$ cat config.mk
export PLATFORM = sky130hd
export DESIGN_NAME = riscv_bus_arbiter_flat
export DESIGN_NICKNAME = d
export VERILOG_FILES = /design/src/rtl/riscv_bus_arbiter_if.sv /design/src/rtl/riscv_bus_arbiter.sv /design/src/flat_wrapper.sv
export SDC_FILE = /design/constraint.sdc
export NUM_CORES = 1
export LEC_CHECK = 0
export ABC_AREA = 1
export ABC_CLOCK_PERIOD_IN_PS = 1700
export CAP_MARGIN = 20
export CORE_AREA = 2 2 123 125
export CTS_CLUSTER_SIZE = 14
export DETAILED_ROUTE_END_ITERATION = 10
export DIE_AREA = 0 0 125 127
export PLACE_DENSITY_LB_ADDON = 0.1
export RECOVER_POWER = 100
export SKIP_LAST_GASP = 1
export SLEW_MARGIN = 30
export SYNTH_ARGS = -nofsm -noshare
export SYNTH_HDL_FRONTEND = slang
export SYNTH_SLANG_ARGS = --single-unit
$ cat constraint.sdc
create_clock -name clk -period 1.7 [get_ports clk]
set_clock_uncertainty 0.05 [all_clocks]
set_input_delay 0.255 -clock clk [delete_from_list [all_inputs] [get_ports clk]]
set_output_delay 0.255 -clock clk [all_outputs]
set_load 0.01 [all_outputs]
$ cat src/rtl/riscv_bus_arbiter_if.sv
// riscv_bus_arbiter_if: one request/response bus link between a requester (master) and a responder (slave)
interface riscv_bus_arbiter_if;
  logic req;
  logic we;
  logic [31:0] addr;
  logic [31:0] wdata;
  logic [3:0] be;
  logic [31:0] rdata;
  logic ack;
  logic error;
  modport master (output req, we, addr, wdata, be, input rdata, ack, error);
  modport slave (input req, we, addr, wdata, be, output rdata, ack, error);
endinterface

$ cat src/rtl/riscv_bus_arbiter.sv
// riscv_bus_arbiter: round-robin arbiter sharing one single-outstanding bus slave between two masters
module riscv_bus_arbiter #(
  parameter int TIMEOUT = 255
) (
  input logic clk,
  input logic rstn,
  riscv_bus_arbiter_if.slave m0,
  riscv_bus_arbiter_if.slave m1,
  riscv_bus_arbiter_if.master s,
  output logic grant
);
  localparam int W = $clog2(TIMEOUT + 1) < 1 ? 1 : $clog2(TIMEOUT + 1);
  localparam logic [W-1:0] LIMIT = W'(TIMEOUT);
  typedef enum logic [1:0] {IDLE, ISSUE, WAIT} state_t;
  state_t state, state_n;
  logic [1:0] pend, pend_n, clr, fly;
  logic [W-1:0] cnt, cnt_n;
  logic grant_n, busy, resp, expire, done;
  always_ff @(posedge clk) begin
    if (!rstn) begin
      state <= IDLE;
      pend <= 2'b00;
      cnt <= '0;
      grant <= 1'b1;
    end else begin
      state <= state_n;
      pend <= pend_n;
      cnt <= cnt_n;
      grant <= grant_n;
    end
  end
  always_comb begin
    busy = rstn && state != IDLE;
    resp = s.ack || s.error;
    expire = busy && state == WAIT && cnt == LIMIT && !resp;
    done = busy && (resp || expire);
    fly = busy && !done ? {grant, !grant} : 2'b00;
    state_n = state;
    grant_n = grant;
    cnt_n = cnt;
    clr = 2'b00;
    case (state)
      IDLE: if (|pend) begin
        grant_n = &pend ? !grant : pend[1];
        clr = grant_n ? 2'b10 : 2'b01;
        state_n = ISSUE;
      end
      ISSUE: begin
        cnt_n = '0;
        state_n = resp ? IDLE : WAIT;
      end
      default: begin
        cnt_n = &cnt ? cnt : cnt + 1'b1;
        state_n = resp || expire ? IDLE : WAIT;
      end
    endcase
    pend_n = (pend | ({m1.req, m0.req} & ~fly)) & ~clr;
  end
  assign s.req = busy && state == ISSUE;
  assign s.we = s.req && (grant ? m1.we : m0.we);
  assign s.addr = grant ? m1.addr : m0.addr;
  assign s.wdata = grant ? m1.wdata : m0.wdata;
  assign s.be = grant ? m1.be : m0.be;
  assign m0.ack = busy && !grant && s.ack;
  assign m0.error = busy && !grant && (s.error || expire);
  assign m0.rdata = busy && !grant ? s.rdata : '0;
  assign m1.ack = busy && grant && s.ack;
  assign m1.error = busy && grant && (s.error || expire);
  assign m1.rdata = busy && grant ? s.rdata : '0;
endmodule

$ cat src/flat_wrapper.sv
// flat-port wrapper written by rule: the top's interface ports become plain ports
module riscv_bus_arbiter_flat 
#(
  parameter int TIMEOUT = 255
)
  (clk, rstn, grant, m0_req, m0_we, m0_addr, m0_wdata, m0_be, m0_rdata, m0_ack, m0_error, m1_req, m1_we, m1_addr, m1_wdata, m1_be, m1_rdata, m1_ack, m1_error, s_req, s_we, s_addr, s_wdata, s_be, s_rdata, s_ack, s_error);
  riscv_bus_arbiter_if m0_i ();
  riscv_bus_arbiter_if m1_i ();
  riscv_bus_arbiter_if s_i ();
  input logic clk;
  input logic rstn;
  output logic grant;
  input wire logic [$bits(m0_i.req)-1:0] m0_req;
  input wire logic [$bits(m0_i.we)-1:0] m0_we;
  input wire logic [$bits(m0_i.addr)-1:0] m0_addr;
  input wire logic [$bits(m0_i.wdata)-1:0] m0_wdata;
  input wire logic [$bits(m0_i.be)-1:0] m0_be;
  output wire logic [$bits(m0_i.rdata)-1:0] m0_rdata;
  output wire logic [$bits(m0_i.ack)-1:0] m0_ack;
  output wire logic [$bits(m0_i.error)-1:0] m0_error;
  input wire logic [$bits(m1_i.req)-1:0] m1_req;
  input wire logic [$bits(m1_i.we)-1:0] m1_we;
  input wire logic [$bits(m1_i.addr)-1:0] m1_addr;
  input wire logic [$bits(m1_i.wdata)-1:0] m1_wdata;
  input wire logic [$bits(m1_i.be)-1:0] m1_be;
  output wire logic [$bits(m1_i.rdata)-1:0] m1_rdata;
  output wire logic [$bits(m1_i.ack)-1:0] m1_ack;
  output wire logic [$bits(m1_i.error)-1:0] m1_error;
  output wire logic [$bits(s_i.req)-1:0] s_req;
  output wire logic [$bits(s_i.we)-1:0] s_we;
  output wire logic [$bits(s_i.addr)-1:0] s_addr;
  output wire logic [$bits(s_i.wdata)-1:0] s_wdata;
  output wire logic [$bits(s_i.be)-1:0] s_be;
  input wire logic [$bits(s_i.rdata)-1:0] s_rdata;
  input wire logic [$bits(s_i.ack)-1:0] s_ack;
  input wire logic [$bits(s_i.error)-1:0] s_error;
  assign m0_i.req = m0_req;
  assign m0_i.we = m0_we;
  assign m0_i.addr = m0_addr;
  assign m0_i.wdata = m0_wdata;
  assign m0_i.be = m0_be;
  assign m0_rdata = m0_i.rdata;
  assign m0_ack = m0_i.ack;
  assign m0_error = m0_i.error;
  assign m1_i.req = m1_req;
  assign m1_i.we = m1_we;
  assign m1_i.addr = m1_addr;
  assign m1_i.wdata = m1_wdata;
  assign m1_i.be = m1_be;
  assign m1_rdata = m1_i.rdata;
  assign m1_ack = m1_i.ack;
  assign m1_error = m1_i.error;
  assign s_req = s_i.req;
  assign s_we = s_i.we;
  assign s_addr = s_i.addr;
  assign s_wdata = s_i.wdata;
  assign s_be = s_i.be;
  assign s_i.rdata = s_rdata;
  assign s_i.ack = s_ack;
  assign s_i.error = s_error;
  riscv_bus_arbiter #(.TIMEOUT(TIMEOUT)) u_core (.clk(clk), .rstn(rstn), .m0(m0_i), .m1(m1_i), .s(s_i), .grant(grant));
endmodule
==> impl_metrics.ini, run 1 <==
[run_status]
status = finished with violations
violations = setup timing

[yosys]
yosys.area.top_type = nand2_1
ys_seq_area_share_pct = 13.4
syn_inst = 429
syn_nets = 606
synth_edf_count = 0
synth.top_cell.area_share_pct = 44.0
synthArstFlopShare_pct = 0
avgSynthCellArea_sq_um = 4.53
netlist_top_cells_area = nand2_1 44%, nor2_1 16%, dfxtp_1 13%, inv_1 8.9%, buf_6 3.5%
synth_top_flop_cell = dfxtp_1
yosysUniqueCellTypes = 22
ys_ff_latch = 13
syn_area_sq_um = 1940
ys_warn_count = 0

[setup_path]
path_cells = ha_4 > nand2_4 > nor2_4 > nand3_2 > o21ai_2 > inv_2 > nor2_1 > clkbuf_2
slowest_delay_ps = 350
crit_path_top_delay_cell = dfxtp_2
worst-path-stages = 8
startpoint_type = flop
worst-path-max-fanout = 2
crit_type = flop to primary output
cp-end-kind = primary output
path_delay_family = flip-flops
arrival_ps = 1420
reg2reg_depth = 8
worstPathRequired_ps = 1390
cp.buffers_inverters = 2

[hold_path]
hold_path.class = flop to flop
hold_path_depth = 2

[finish]
drive_gt1_share_pct = 27.1
final_cells = 963
design_area_sq_um = 5700
antenna_cells = 0
ff_latch_area_sq_um = 268
fillers = 1596
multiInputGateArea_sq_um = 1580
nNetsFinal = 957
areaGrowthSynthToFinish_pct = 193

[floorplan]
start_util_pct = 13.5
core_area_sq_um = 14400
die_h_um = 127
die_x_um = 125
rows = 44
die-area_sq_um = 15900
io_pins = 315

[sta]
fin_crit_ps = 1720
finalCritPeriodShare_pct = 101
tightest_slew_ps = 271
fin_hold_ws_ps = 422
setup_violations = 1
maxSlewViolCount = 0
rsz0062_at_grt = yes
relSlewSlack_pct = 81.9
fmax_ghz = 0.580
hold_violations = 0
fin_ws_ps = -22.8

[grt]
grt_overflow = 0
antenna_found_initial = 0
grt_pass1_wl_um = 19400
grt_usage_pct = 15.2
first_global_vias = 3596
grt_max_degree = 23

[routing]
drt_wl_total_um = 13500
via_per_inst = 3.90
ant_nets = 0
drt_iter0_markers = 77
drc = 0
wl_per_cell_um = 14.1
first_pass_iters = 4
vias = 3758

[power]
power_leakage_nw = 3.07
p_per_area_nw_per_um2 = 465
ir_drop_uv = 274

[clocking]
root_buffer = clkbuf_16
cts_buffer_depth = 2
h-tree-depth = 1
clkTransAtPathRegs_ps = 40
clkLatencyLatePin_ps = 240
clock-sinks = 13
cts_made_buffers = 3
cts_tree = built

[place]
placed_area_sq_um = 5520
hpwl_um = 10900
dp.cells = 942
finalWeightedCongestion = 0.861
dpl_worst_slack_ps = -587
portBuffers = 314

[run]
maxCapViolCount = 0
final timing paths:
path              slack [ps]                  startpoint                         end
setup / recovery         -20  u_core.cnt[0]$_SDFFE_PN0P_                    m0_error
hold / removal           420   u_core.pend[1]$_SDFF_PN0_   u_core.pend[1]$_SDFF_PN0_
setup reg to reg         170  u_core.cnt[0]$_SDFFE_PN0P_  u_core.cnt[2]$_SDFFE_PN0P_
hold reg to reg          420   u_core.pend[1]$_SDFF_PN0_   u_core.pend[1]$_SDFF_PN0_
stage by stage:
step	power, mW	util (%)	TNS [ps]
global route	2.85	39.5	-1120
global placement	2.28	38.3	-39180
detailed placement	2.28	38.3	-39190
floorplan	0.992	-	0
CTS	2.66	38.7	-7300
finish	2.65	39.5	-22.8
tightest hold or removal path, stage by stage (launching register included):
cell	delay [ps]
dfxtp_1	300
inv_1	60
a21oi_1	60
area by class of cell:
cell class | instances | area share [%]
sequential | 13 | 4.70
multi-input combinational | 347 | 27.7
clock buffer | 4 | 1.38
timing repair buffer | 367 | 58.7
tap | 184 | 4.04
inverter | 48 | 3.47
synth_stat cells, types with 2 or more instances:
cell,n
and2_1,2
nand2_1,228
nand2_2,3
o21ai_0,6
buf_2,4
nor2_1,82
nand3_1,8
nor2_2,2
inv_1,46
dfxtp_1,13
buf_6,6
inv_2,2
a21oi_1,9
clkbuf_1,10
sequential cells by signal, indices dropped and copies added, names as in the netlist:
signal,flops
u_core.cnt,8
u_core.pend,2
u_core.state,2
u_core.grant,1
repair_timing:
| item | in CTS | in global routing |
|---|---|---|
| gates resized for setup | 331 | 185 |
| buffers inserted | 3 | 7 |
| setup endpoints to repair | 139 | 112 |
| pin swaps | 5 | 8 |
| cloned | 5 | 4 |
| hold buffers | 0 | 0 |
layer usage:
| metal | share of wire (%) | wire [um] | GRT usage [%] |
|---|---|---|---|
| met1 | 35 | 4700 | 15.0 |
| met4 | 1.7 | 225 | 2.94 |
| met5 | 0 | 0 | 0 |
| met3 | 8.1 | 1100 | 4.19 |
| met2 | 56 | 7510 | 31.5 |
power by group:
group,switching [mW],internal (mW),leakage (nW)
Combinational,0.877,0.995,2.92
Clock,0.127,0.316,0.0382
Sequential,0.0159,0.321,0.107
kinds of logic (layout without fill, tap and decap cells):
kind of cell	count (synthesis)	in the layout	share of synthesized area (%)
fa+ha+maj	1	1	0.644
flops	13	13	13.4
simple gates	327	327	64.8
compound gates	19	19	5.28
buf+inv	69	419	15.9
placed cells by master (no fill, tap or decap), types with 9 or more instances in the layout:
cell type,count
a21oi_1,9
nor2_2,17
dlygate4sd2_1,21
buf_6,11
buf_4,31
buf_2,53
clkbuf_2,41
dfxtp_1,9
nor2_1,53
clkdlybuf4s50_1,173
inv_1,42
nor2_4,14
nand2_1,226
(Power assumes the default switching activity.)
==> inputs of run 2 (changes only) <==
--- a/config.mk
+++ b/config.mk
@@ -14,6 +14,7 @@
 export DIE_AREA = 0 0 125 127
 export PLACE_DENSITY_LB_ADDON = 0.1
 export RECOVER_POWER = 100
+export SKIP_CTS_REPAIR_TIMING = 1
 export SKIP_LAST_GASP = 1
 export SLEW_MARGIN = 30
 export SYNTH_ARGS = -nofsm -noshare
==> run 2 against run 1 <==
Compared with the run above: the flow still finishes with violations (setup timing); core utilization rose by 1.5 points; sequential share of layout area fell by 0.18 points; critical endpoint is now s_addr[28]; critical path depth fell by 4.
==> impl_metrics.ini, run 2 (same netlist as run 1, synthesis figures left out) <==
[setup_path]
crit_path_frequent_cell = nand2_1
crit_type = flop to primary output
startpoint_type = flop
worst-path-max-fanout = 18
path_cells = buf_6 > nand2_1 > nand2_1 > clkdlybuf4s50_1
slowest_delay_ps = 550
arrival_ps = 1610
crit_path_top_delay_cell = clkdlybuf4s50_1
worstPathRequired_ps = 1390
cp-end-kind = primary output

[clocking]
cts_buffer_depth = 2
h-tree-depth = 1
cts_made_buffers = 3
cts_tree = built
root_buffer = clkbuf_16
clkTransAtPathRegs_ps = 40
clock-sinks = 13
clkLatencyLatePin_ps = 240

[power]
p_total_mw = 2.78
power_leakage_nw = 3.46
clockPowerShare_pct = 15.9
ir_drop_uv = 268
p_int_mw = 1.75
seqPwrFrac_pct = 12.2
p_per_area_nw_per_um2 = 469
netSwitchingPower_mw = 1.03
switching_share_pct = 37.0
combPwrFrac_pct = 71.9

[hold_path]
hold_path.class = flop to flop

[sta]
rsz0062_at_grt = yes
tightest_slew_ps = 255
fin_tns_setup_ps = -3990
maxSlewViolCount = 0
setup_violations = 53
relSlewSlack_pct = 82.9
fin_crit_ps = 1910
fmax_ghz = 0.522
hold_violations = 0
fin_ws_ps = -215
finalCritPeriodShare_pct = 113

[finish]
drive_gt1_share_pct = 21.7
nNetsFinal = 953
largest-register = u_core.cnt
largest_register_ff_count = 8
layout_commonest_cell = nand2_1
final_cell_mix = 225 x nand2_1, 188 x clkdlybuf4s50_1, 59 x dlymetal6s2s_1, 53 x nor2_1, 44 x inv_1
antenna_cells = 0
areaGrowthSynthToFinish_pct = 205
reg_top3 = u_core.cnt: 8 flops, u_core.pend: 2 flops, u_core.state: 2 flops

[routing]
wl_met2_um = 7820
top_layer = met4
drt_iter0_markers = 109
wl_per_cell_um = 14.6
wirelength_met1_um = 4740
vias = 3819
via_per_inst = 3.98
drc = 0
first_pass_iters = 5
met3WireLength_um = 1210
ant_nets = 0
drt_wl_total_um = 14000

[floorplan]
io_pins = 315
rows = 44
die_x_um = 125
die-area_sq_um = 15900
start_util_pct = 13.5
die_h_um = 127
core_area_sq_um = 14400

[place]
hpwl_um = 10900
portBuffers = 314
finalWeightedCongestion = 0.861

[run]
maxCapViolCount = 0

[run_status]
violations = setup timing
status = finished with violations

[grt]
antenna_found_initial = 0
first_global_vias = 3472
grt_overflow = 0
grt_pass1_wl_um = 18200
grt_usage_pct = 14.1
grt_max_degree = 45
-- run 2: cell count changes in the layout (fill, tap and decap cells not counted), moves of 2 or more --
cell / change
dlymetal6s2s_1: +51
buf_2: -23
dlygate4sd2_1: -21
clkbuf_2: -15
clkdlybuf4s50_1: +15
buf_6: +7
clkdlybuf4s15_1: -5
buf_16: -4
clkdlybuf4s15_2: -4
buf_12: -3
inv_2: -3
inv_1: +2
inv_4: +2
-- run 2: worst max-delay path, delay by kind of cell, from the launching register on --
kind | cells | cell delay [ps]
buffers and inverters | 2 | 760
DFF | 1 | 420
and+or+nand+nor | 2 | 180
-- run 2: routing by layer --
layer  vias up  GRT usage, %
li1       1955             -
met1      1646          14.1
met2       207          28.5
met3        11          4.23
met4         0          3.40
met5         -             0
-- run 2: area by class of cell --
| cell class | count | area, sq um |
|---|---|---|
| multi-input cells | 347 | 1570 |
| well taps | 184 | 230 |
| flip-flops and latches | 13 | 268 |
| inverters | 48 | 193 |
| repair buffers | 363 | 3580 |
| fillers | 1552 | 8500 |
| clock buffers | 4 | 78.8 |
-- run 2: final timing paths --
check / startpoint / end / slack [ps] / cells after the start
setup / recovery: u_core.grant$_SDFFE_PN1P_ / s_addr[28] / -210 / 4
hold / removal: u_core.pend[1]$_SDFF_PN0_ / u_core.pend[1]$_SDFF_PN0_ / 430 / 2
setup reg to reg: u_core.cnt[0]$_SDFFE_PN0P_ / u_core.cnt[3]$_SDFFE_PN0P_ / 300 / 8
hold reg to reg: u_core.pend[1]$_SDFF_PN0_ / u_core.pend[1]$_SDFF_PN0_ / 430 / 2
-- run 2: per-stage QoR --
step	utilization, %	std cells	hold WS (ps)	setup slack, ps	instance area (sq um)
after detailed placement	38.3	942	415	-587	5520
final	41.1	959	428	-215	5920
after CTS	38.8	946	423	-627	5600
after global routing	41.1	959	438	-282	5920
after floorplan	-	429	328	175	1940
after global placement	38.3	942	408	-564	5520
-- run 2: power by group through the flow --
stage	logic [mW]	clock network, mW	registers [mW]
final	2.00	0.442	0.338
after global routing	2.15	0.477	0.341
after CTS	1.95	0.459	0.331
after detailed placement	1.94	0	0.337
after global placement	1.94	0	0.337
after floorplan	0.661	0	0.331
==> inputs of run 3 (changes only) <==
--- a/config.mk
+++ b/config.mk
@@ -12,7 +12,6 @@
 export CTS_CLUSTER_SIZE = 14
 export DETAILED_ROUTE_END_ITERATION = 10
 export DIE_AREA = 0 0 125 127
-export PLACE_DENSITY_LB_ADDON = 0.1
 export RECOVER_POWER = 100
 export SKIP_CTS_REPAIR_TIMING = 1
 export SKIP_LAST_GASP = 1
==> run 3 against run 2 <==
Compared with the run above: clock power is 2% higher; power hardly changed; cell count is 0.63% higher; core utilization is 0.43 points lower; the run still ends with setup timing left; global-route usage is 0.93 points lower; sequential share of layout area hardly changed; flip-flop and latch count stayed put; sequential power is 2% lower; worst setup slack worse by 59 ps; via count is 1.3% lower.
==> impl_metrics.ini, run 3 (same netlist as run 1, synthesis figures left out) <==
[run_status]
status = finished with violations
violations = setup timing

[clocking]
cts_buffer_depth = 2
clkLatencyLatePin_ps = 240
clock-sinks = 13
h-tree-depth = 1
clkTransAtPathRegs_ps = 50
cts_made_buffers = 3
root_buffer = clkbuf_16
cts_tree = built

[setup_path]
r2r_start = u_core.cnt[1]$_SDFFE_PN0P_
crit_path_frequent_cell = nand2_1
crit_path_top_delay_cell = clkdlybuf4s50_1
crit_end = s_addr[16]
worst-path-stages = 6
worst-path-max-fanout = 20
cp-end-kind = primary output
path_cells = inv_2 > buf_12 > buf_6 > nand2_1 > nand2_1 > clkdlybuf4s50_1
startpoint_type = flop
critPathLaunch = u_core.grant$_SDFFE_PN1P_
crit_type = flop to primary output
reg2reg_depth = 10
worstReg2RegEnd = u_core.cnt[7]$_SDFFE_PN0P_
r2r_slack_ps = 150
worstPathRequired_ps = 1390
cp.buffers_inverters = 4
slowest_delay_ps = 530
arrival_ps = 1670
path_delay_family = buffers and inverters

[finish]
largest_register_ff_count = 8
antenna_cells = 0
fillers = 1577
final_cell_mix = 227 x nand2_1, 184 x clkdlybuf4s50_1, 65 x dlymetal6s2s_1, 54 x nor2_1, 46 x inv_1
final_cells = 965
largest-register = u_core.cnt
drive_gt1_share_pct = 21.1
nNetsFinal = 959
reg_top3 = u_core.cnt: 8 flops, u_core.pend: 2 flops, u_core.state: 2 flops
areaGrowthSynthToFinish_pct = 202
layout_commonest_cell = nand2_1

[floorplan]
start_util_pct = 13.5
rows = 44
core_area_sq_um = 14400
die_h_um = 127
die_x_um = 125
die-area_sq_um = 15900
io_pins = 315

[power]
seqPwrFrac_pct = 11.9
netSwitchingPower_mw = 1.03
combPwrFrac_pct = 71.9
p_int_mw = 1.75
ir_drop_uv = 171
clockPowerShare_pct = 16.2
p_per_area_nw_per_um2 = 474
switching_share_pct = 36.9
power_leakage_nw = 3.61

[grt]
grt_usage_pct = 13.2
first_global_vias = 3497
grt_max_degree = 47
grt_overflow = 0
antenna_found_initial = 0
grt_pass1_wl_um = 17300

[routing]
first_pass_iters = 5
via_per_inst = 3.91
wl_per_cell_um = 13.7
drt_wl_total_um = 13200
ant_nets = 0
vias = 3770
drc = 0
drt_iter0_markers = 65

[sta]
fin_hold_ws_ps = 409
relSlewSlack_pct = 80.1
maxSlewViolCount = 0
tightest_slew_ps = 297
fin_ws_ps = -273
setup_violations = 50
hold_violations = 0
rsz0062_at_grt = yes
fmax_ghz = 0.507
fin_crit_ps = 1970
finalCritPeriodShare_pct = 116

[hold_path]
hold_path.class = primary input to flop
hold_start = rstn

[run]
maxCapViolCount = 0

[place]
finalWeightedCongestion = 0.750
dpl_worst_slack_ps = -496
portBuffers = 314
hpwl_um = 10000
dp.cells = 949
-- run 3: cell count changes in the layout (fill, tap and decap cells not counted), sizes merged --
cell | before | now
clkbuf | 35 | 29
clkdlybuf4s50 | 188 | 184
dlymetal6s2s | 59 | 65
buf | 85 | 95
-- run 3: how the worst min path moves through the flow --
stage / endpoint / slack, ps / depth (start not counted)
floorplan: u_core.pend[0]$_SDFF_PN0_ / 330 / 2
global placement: u_core.pend[1]$_SDFF_PN0_ / 420 / 2
detailed placement: u_core.pend[1]$_SDFF_PN0_ / 420 / 2
CTS: u_core.pend[1]$_SDFF_PN0_ / 430 / 2
global route: u_core.pend[0]$_SDFF_PN0_ / 420 / 4
finish: u_core.pend[0]$_SDFF_PN0_ / 410 / 4
-- run 3: tightest hold or removal path: cells and delay by family --
family | cells | cell delay [ps]
compound gates | 1 | 40
buf+inv | 2 | 300
simple gates | 1 | 60
-- run 3: final cells by class --
class | instances | area (sq um) | share of cell area (%)
multi-input combinational | 347 | 1500 | 25.6
inverter | 48 | 183 | 3.12
tap | 184 | 230 | 3.93
sequential | 13 | 267 | 4.55
clock buffer | 4 | 78.8 | 1.35
timing repair buffer | 369 | 3600 | 61.4
-- run 3: per-stage QoR --
step	cell area, sq um	setup TNS (ps)	util (%)	power [mW]
after floorplan	1940	0	-	0.992
after global placement	5570	-29290	38.6	2.30
after detailed placement	5570	-30780	38.6	2.31
after CTS	5650	-48080	39.2	2.77
after global routing	5860	-8400	40.6	2.97
final	5860	-3460	40.6	2.78
-- run 3: layer usage --
layer / global-route usage [%] / wire length [um]
met3: 3.60 / 1130
met1: 14.7 / 4950
met2: 25.6 / 6940
met4: 1.96 / 161
met5: 0 / 0
-- run 3: power by group through the flow --
stage                     Combinational [mW]  Clock, mW  Sequential [mW]
after floorplan                        0.661          0            0.331
after global placement                  1.97          0            0.334
after detailed placement                1.98          0            0.334
after CTS                               1.98      0.462            0.329
after global routing                    2.17      0.475            0.331
final                                   2.00      0.450            0.330
==> variant 1, RTL diff (settings of run 1) <==
`TIMEOUT` is set to 255 in 2 places; all go to 510.
--- a/src/rtl/riscv_bus_arbiter.sv
+++ b/src/rtl/riscv_bus_arbiter.sv
@@ -1,6 +1,6 @@
 // riscv_bus_arbiter: round-robin arbiter sharing one single-outstanding bus slave between two masters
 module riscv_bus_arbiter #(
-  parameter int TIMEOUT = 255
+  parameter int TIMEOUT = 510
 ) (
   input logic clk,
   input logic rstn,
--- a/src/flat_wrapper.sv
+++ b/src/flat_wrapper.sv
@@ -1,7 +1,7 @@
 // flat-port wrapper written by rule: the top's interface ports become plain ports
 module riscv_bus_arbiter_flat 
 #(
-  parameter int TIMEOUT = 255
+  parameter int TIMEOUT = 510
 )
   (clk, rstn, grant, m0_req, m0_we, m0_addr, m0_wdata, m0_be, m0_rdata, m0_ack, m0_error, m1_req, m1_we, m1_addr, m1_wdata, m1_be, m1_rdata, m1_ack, m1_error, s_req, s_we, s_addr, s_wdata, s_be, s_rdata, s_ack, s_error);
   riscv_bus_arbiter_if m0_i ();
Formal check against the unedited RTL: same outputs for any inputs over 10 cycles, from zero or initial values and one cycle with rstn low; that may be too few to reach the edited logic, so the function may still have changed.
==> variant 1 against run 1 <==
The flow still finishes with violations (negative setup slack); cell area up 12%; fmax down 3.4%; total power up 9.3%; setup slack worse by 0.060 ns; sequential cell count up 1; register-to-register slack worse by 0.21 ns; wire length up 7.1%; area after synthesis up 7.0%; critical path type unchanged; largest cell class unchanged.
==> variant 1: results (changes against run 1) <==
status - finished, violations left
failing checks - negative setup slack
met2 Track Usage GR - 0.3344 (+0.01918)
Logic pwr share - 0.702 (-0.004)
P_sw - 1.088 mW (+6.8%)
first-pass GRT wire length - 21.31 mm (+9.9%)
Crit. Startpoint - u_core.grant$_SDFFE_PN1P_
Iter 0 DRT Violations - 107 (+39%)
reg2reg path depth - 12 (+4)
gr usage total - 0.1686 (+0.01648)
global routing met1 resource utilization - 0.1660 (+0.01634)
R2R Path End - u_core.cnt[5]$_SDFFE_PN0P_
Leakage - 3.295 nW (+7.5%)
CP Data Arrival Time - 1.48 ns (+0.06 ns)
Met1 Wirelength - 4.797 mm (+2.1%)
maximum fanout along the worst path - 8 (+6)
slowest stage delay, CP - 0.40 ns (+0.05 ns)
CP Capture Point - m0_rdata[26]
Max VDD drop - 0.2072 mV (-25%)
synthesized instance count - 437 (+1.9%)
vias in the first global route - 3977 (+11%)
Worst Tran Pin Value - 0.2410 ns (-0.03024 ns)
Resized cells post-CTS - 403 (+22%)
clock network power - 505 µW (+14%)
met3 wire len - 1.311 mm (+19%)
Compound-Gate Fraction of Synth Area - 0.06619 (+0.01338)
Syn Nets - 616 (+1.7%)
Fin Hold WS - 0.3988 ns (-0.02309 ns)
fin nets - 982 (+2.6%)
pre-CTS WS - -0.5652 ns (+0.02143 ns)
worst reg2reg setup slack - -0.04 ns (-0.21 ns)
Final WS setup - -0.08317 ns (-0.06037 ns)
hold path start - u_core.cnt[7]$_SDFFE_PN0P_
area share of fa/ha/maj cells after synthesis - 0.01805 (+0.01161)
Area contributors post-synth - nand2_1 41%, dfxtp_1 13%, nor2_1 12%
routed vias - 3930 (+4.6%)
top cells by count, synth - 229 x nand2_1, 68 x nor2_1, 49 x inv_1
Setup Fix Bufs, Post-CTS - 15 (+12)
Final setup viols - 27 (+26)
FF-to-FF Start - u_core.cnt[1]$_SDFFE_PN0P_
Cell Area, Placed - 0.005690 mm² (+3.1%)
dpl hpwl - 11.33 mm (+4.1%)
final WL - 14.49 mm (+7.1%)
post-synthesis sequential area ratio - 0.1348 (+0.0008431)
GPL Wtd Cong - 0.9054 (+5.1%)
largest net degree at the start of global routing - 24 (+4.3%)
==> variant 1: changes by cell type after synthesis, moves of 2 or more <==
cell / run 1 / this run
nor2_1: 82 / 68
nor2_2: 2 / 7
buf_2: 4 / 8
clkbuf_1: 10 / 7
inv_1: 46 / 49
a21oi_1: 9 / 11
a21oi_2: 0 / 2
and2_1: 2 / 0
ha_1: 1 / 3
nand2_4: 0 / 2
nor3_2: 0 / 2
o21ai_0: 6 / 4
==> variant 1: final cells by class <==
| type | count | area, µm² |
|---|---|---|
| Sequential cell | 14 | 289.0 |
| Inverter | 53 | 214.0 |
| Tap cell | 184 | 230.2 |
| Clock buffer | 4 | 88.84 |
| Fill cell | 1504 | 8030 |
| Timing Repair Buffer | 383 | 3774 |
| Multi-Input combinational cell | 348 | 1798 |
==> variant 1: cells by family after synthesis <==
logic type	Yosys count
buffers and inverters	75
DFF	14
adders and majority gates	3
AOI/OAI and AO/OA	23
and+or+nand+nor	322
==> variant 2, RTL diff (config.mk and constraints of run 1) <==
Without the edit above. Encoding of `state_t`: now one-hot (3 bits for 3 states).
--- a/src/rtl/riscv_bus_arbiter.sv
+++ b/src/rtl/riscv_bus_arbiter.sv
@@ -11,7 +11,7 @@
 );
   localparam int W = $clog2(TIMEOUT + 1) < 1 ? 1 : $clog2(TIMEOUT + 1);
   localparam logic [W-1:0] LIMIT = W'(TIMEOUT);
-  typedef enum logic [1:0] {IDLE, ISSUE, WAIT} state_t;
+  typedef enum logic [2:0] {IDLE = 3'b001, ISSUE = 3'b010, WAIT = 3'b100} state_t;
   state_t state, state_n;
   logic [1:0] pend, pend_n, clr, fly;
   logic [W-1:0] cnt, cnt_n;
Check against the original RTL: no difference found for any inputs over 10 cycles, from zero or initial values and one cycle with rstn low; not proved beyond that.
==> variant 2 against run 1 <==
The flow still finishes with violations (negative setup slack); sequential cell count increased by 1; non-clock buffer count decreased by 5; critical endpoint is now s_addr[8]; largest cell class unchanged; highest routed layer unchanged; final cell count increased by 1.5%; die area unchanged; first-iteration DRC count increased by 45%; wire length decreased by 4.3%; global-route usage decreased by 0.36 points; area after synthesis increased by 10%; cell area decreased by 1.8%; setup slack got worse by 0.033 ns.
Power is not compared: it rests on default switching activity, and its combinational part moved more than twofold at a synthesized area within 25%.
==> variant 2: results (changes against run 1) <==
Fin Hold WS - 0.4286 ns (+0.006693 ns)
Compound-Gate Fraction of Synth Area - 0.04098 (-0.01182)
synthesized instance count - 447 (+4.2%)
Inst Count DP - 962 (+2.1%)
Final WS setup - -0.05531 ns (-0.03251 ns)
Top Registers - u_core.cnt (8), u_core.state (3), u_core.pend (2)
setup_tns - -0.8133 ns (-0.7905 ns)
fill count - 1616 (+1.3%)
hold path start - u_core.pend[0]$_SDFF_PN0_
Syn Nets - 624 (+3.0%)
proportion of layout cells with a drive suffix above 1 - 0.2484 (-0.02244)
reg2reg path depth - 11 (+3)
first-pass GRT wire length - 19.15 mm (-1.2%)
Area contributors post-synth - nand2_1 40%, nor2_1 14%, dfxtp_1 13%
fin nets - 972 (+1.6%)
vias in the first global route - 3751 (+4.3%)
WL/cell - 13.26 µm (-5.7%)
gr usage total - 0.1485 (-0.003642)
GR Util met3 - 0.04523 (+0.003350)
Final setup viols - 24 (+23)
Met1 Wirelength - 4.376 mm (-6.8%)
slowest stage delay, CP - 0.39 ns (+0.04 ns)
met2 Track Usage GR - 0.3021 (-0.01311)
Iter 0 DRT Violations - 112 (+45%)
Final Util - 0.3881 (-0.007026)
Top delay family on crit path - buffers and inverters
post-synthesis sequential area ratio - 0.1311 (-0.002787)
maximum fanout along the worst path - 13 (+11)
area share of fa/ha/maj cells after synthesis - 0.005855 (-0.0005843)
status - finished, violations left
Worst Tran Pin Value - 0.2983 ns (+0.02708 ns)
largest net degree at the start of global routing - 21 (-8.7%)
DR vias/cell - 3.923 (+0.53%)
Fin. Hold Viols - 0 (unchanged)
crit path max-delay cell type - dfxtp_4
initial antenna violation count - 0 (unchanged)
GRT overflow - 0 (unchanged)
pre-CTS WS - -0.6325 ns (-0.04582 ns)
GPL Wtd Cong - 0.8318 (-3.4%)
CP Data Arrival Time - 1.45 ns (+0.03 ns)
XOR/XNOR Fraction of Synth Area - 0 (unchanged)
fin cells - 977 (+1.5%)
most used flip-flop cell after synthesis - dfxtp_1
top cells by count, synth - 230 x nand2_1, 80 x nor2_1, 49 x inv_1
failing checks - negative setup slack
met3 wire len - 1.124 mm (+2.3%)
synth unique cells - 26 (+18%)
worst reg2reg setup slack - 0.26 ns (+0.09 ns)
Met2 Routed Length - 7.161 mm (-4.7%)
global routing met1 resource utilization - 0.1438 (-0.005892)
Root Driver - clkbuf_16
dpl hpwl - 11.03 mm (+1.4%)
Worst Hold Endpoint - u_core.pend[0]$_SDFF_PN0_
Cell Area, Placed - 0.005782 mm² (+4.7%)
dominant cell type by area after synthesis - nand2_1
[variant 2: area by class of cell]
type                    count  share of cell area
well taps                 184             0.04113
repair buffers            362              0.5646
inverters                  54             0.03934
flip-flops and latches     14             0.05186
clock buffers               3             0.01341
multi-input cells         360              0.2897
[variant 2: worst max path at each step]
stage	end	slack [ns]	startpoint
after CTS	s_wdata[31]	-0.24	u_core.grant$_SDFFE_PN1P_
after global routing	s_wdata[1]	-0.13	u_core.grant$_SDFFE_PN1P_
after global placement	m0_error	-0.64	rstn
final	s_addr[8]	-0.06	u_core.grant$_SDFFE_PN1P_
after detailed placement	m0_error	-0.63	rstn
after floorplan	m0_error	0.21	u_core.cnt[0]$_SDFFE_PN0P_
[variant 2: power by group through the flow]
stage | clock network, mW | logic [mW] | registers (mW)
global route | 0.469 | 4.49 | 0.489
global placement | 0 | 4.40 | 0.459
floorplan | 0 | 1.78 | 0.448
CTS | 0.454 | 4.20 | 0.489
detailed placement | 0 | 4.42 | 0.463
finish | 0.442 | 4.12 | 0.480
[variant 2: timing repair]
item | in CTS | in global routing
gates resized for setup | 312 | 132
pin swaps | 3 | 6
gates cloned | 2 | 2
endpoints found under the setup margin | 139 | 108
setup buffers | 4 | 4
hold endpoints to repair | 0 | 0
[variant 2: kinds of logic after synthesis]
group                      Yosys count
buffers and inverters               75
AOI/OAI and AO/OA                   16
and+or+nand+nor                    341
adders and majority gates            1
DFF                                 14
[variant 2: worst reg2reg max path, cell delays in order (launching register included)]
cell	delay (ns)
dfxtp_2	0.34
ha_4	0.15
nand2_4	0.05
nor2_4	0.12
buf_4	0.13
nand3_2	0.09
nand2_4	0.13
inv_4	0.06
nand2_1	0.09
nand2_1	0.06
nand2_1	0.05
nor2_1	0.03
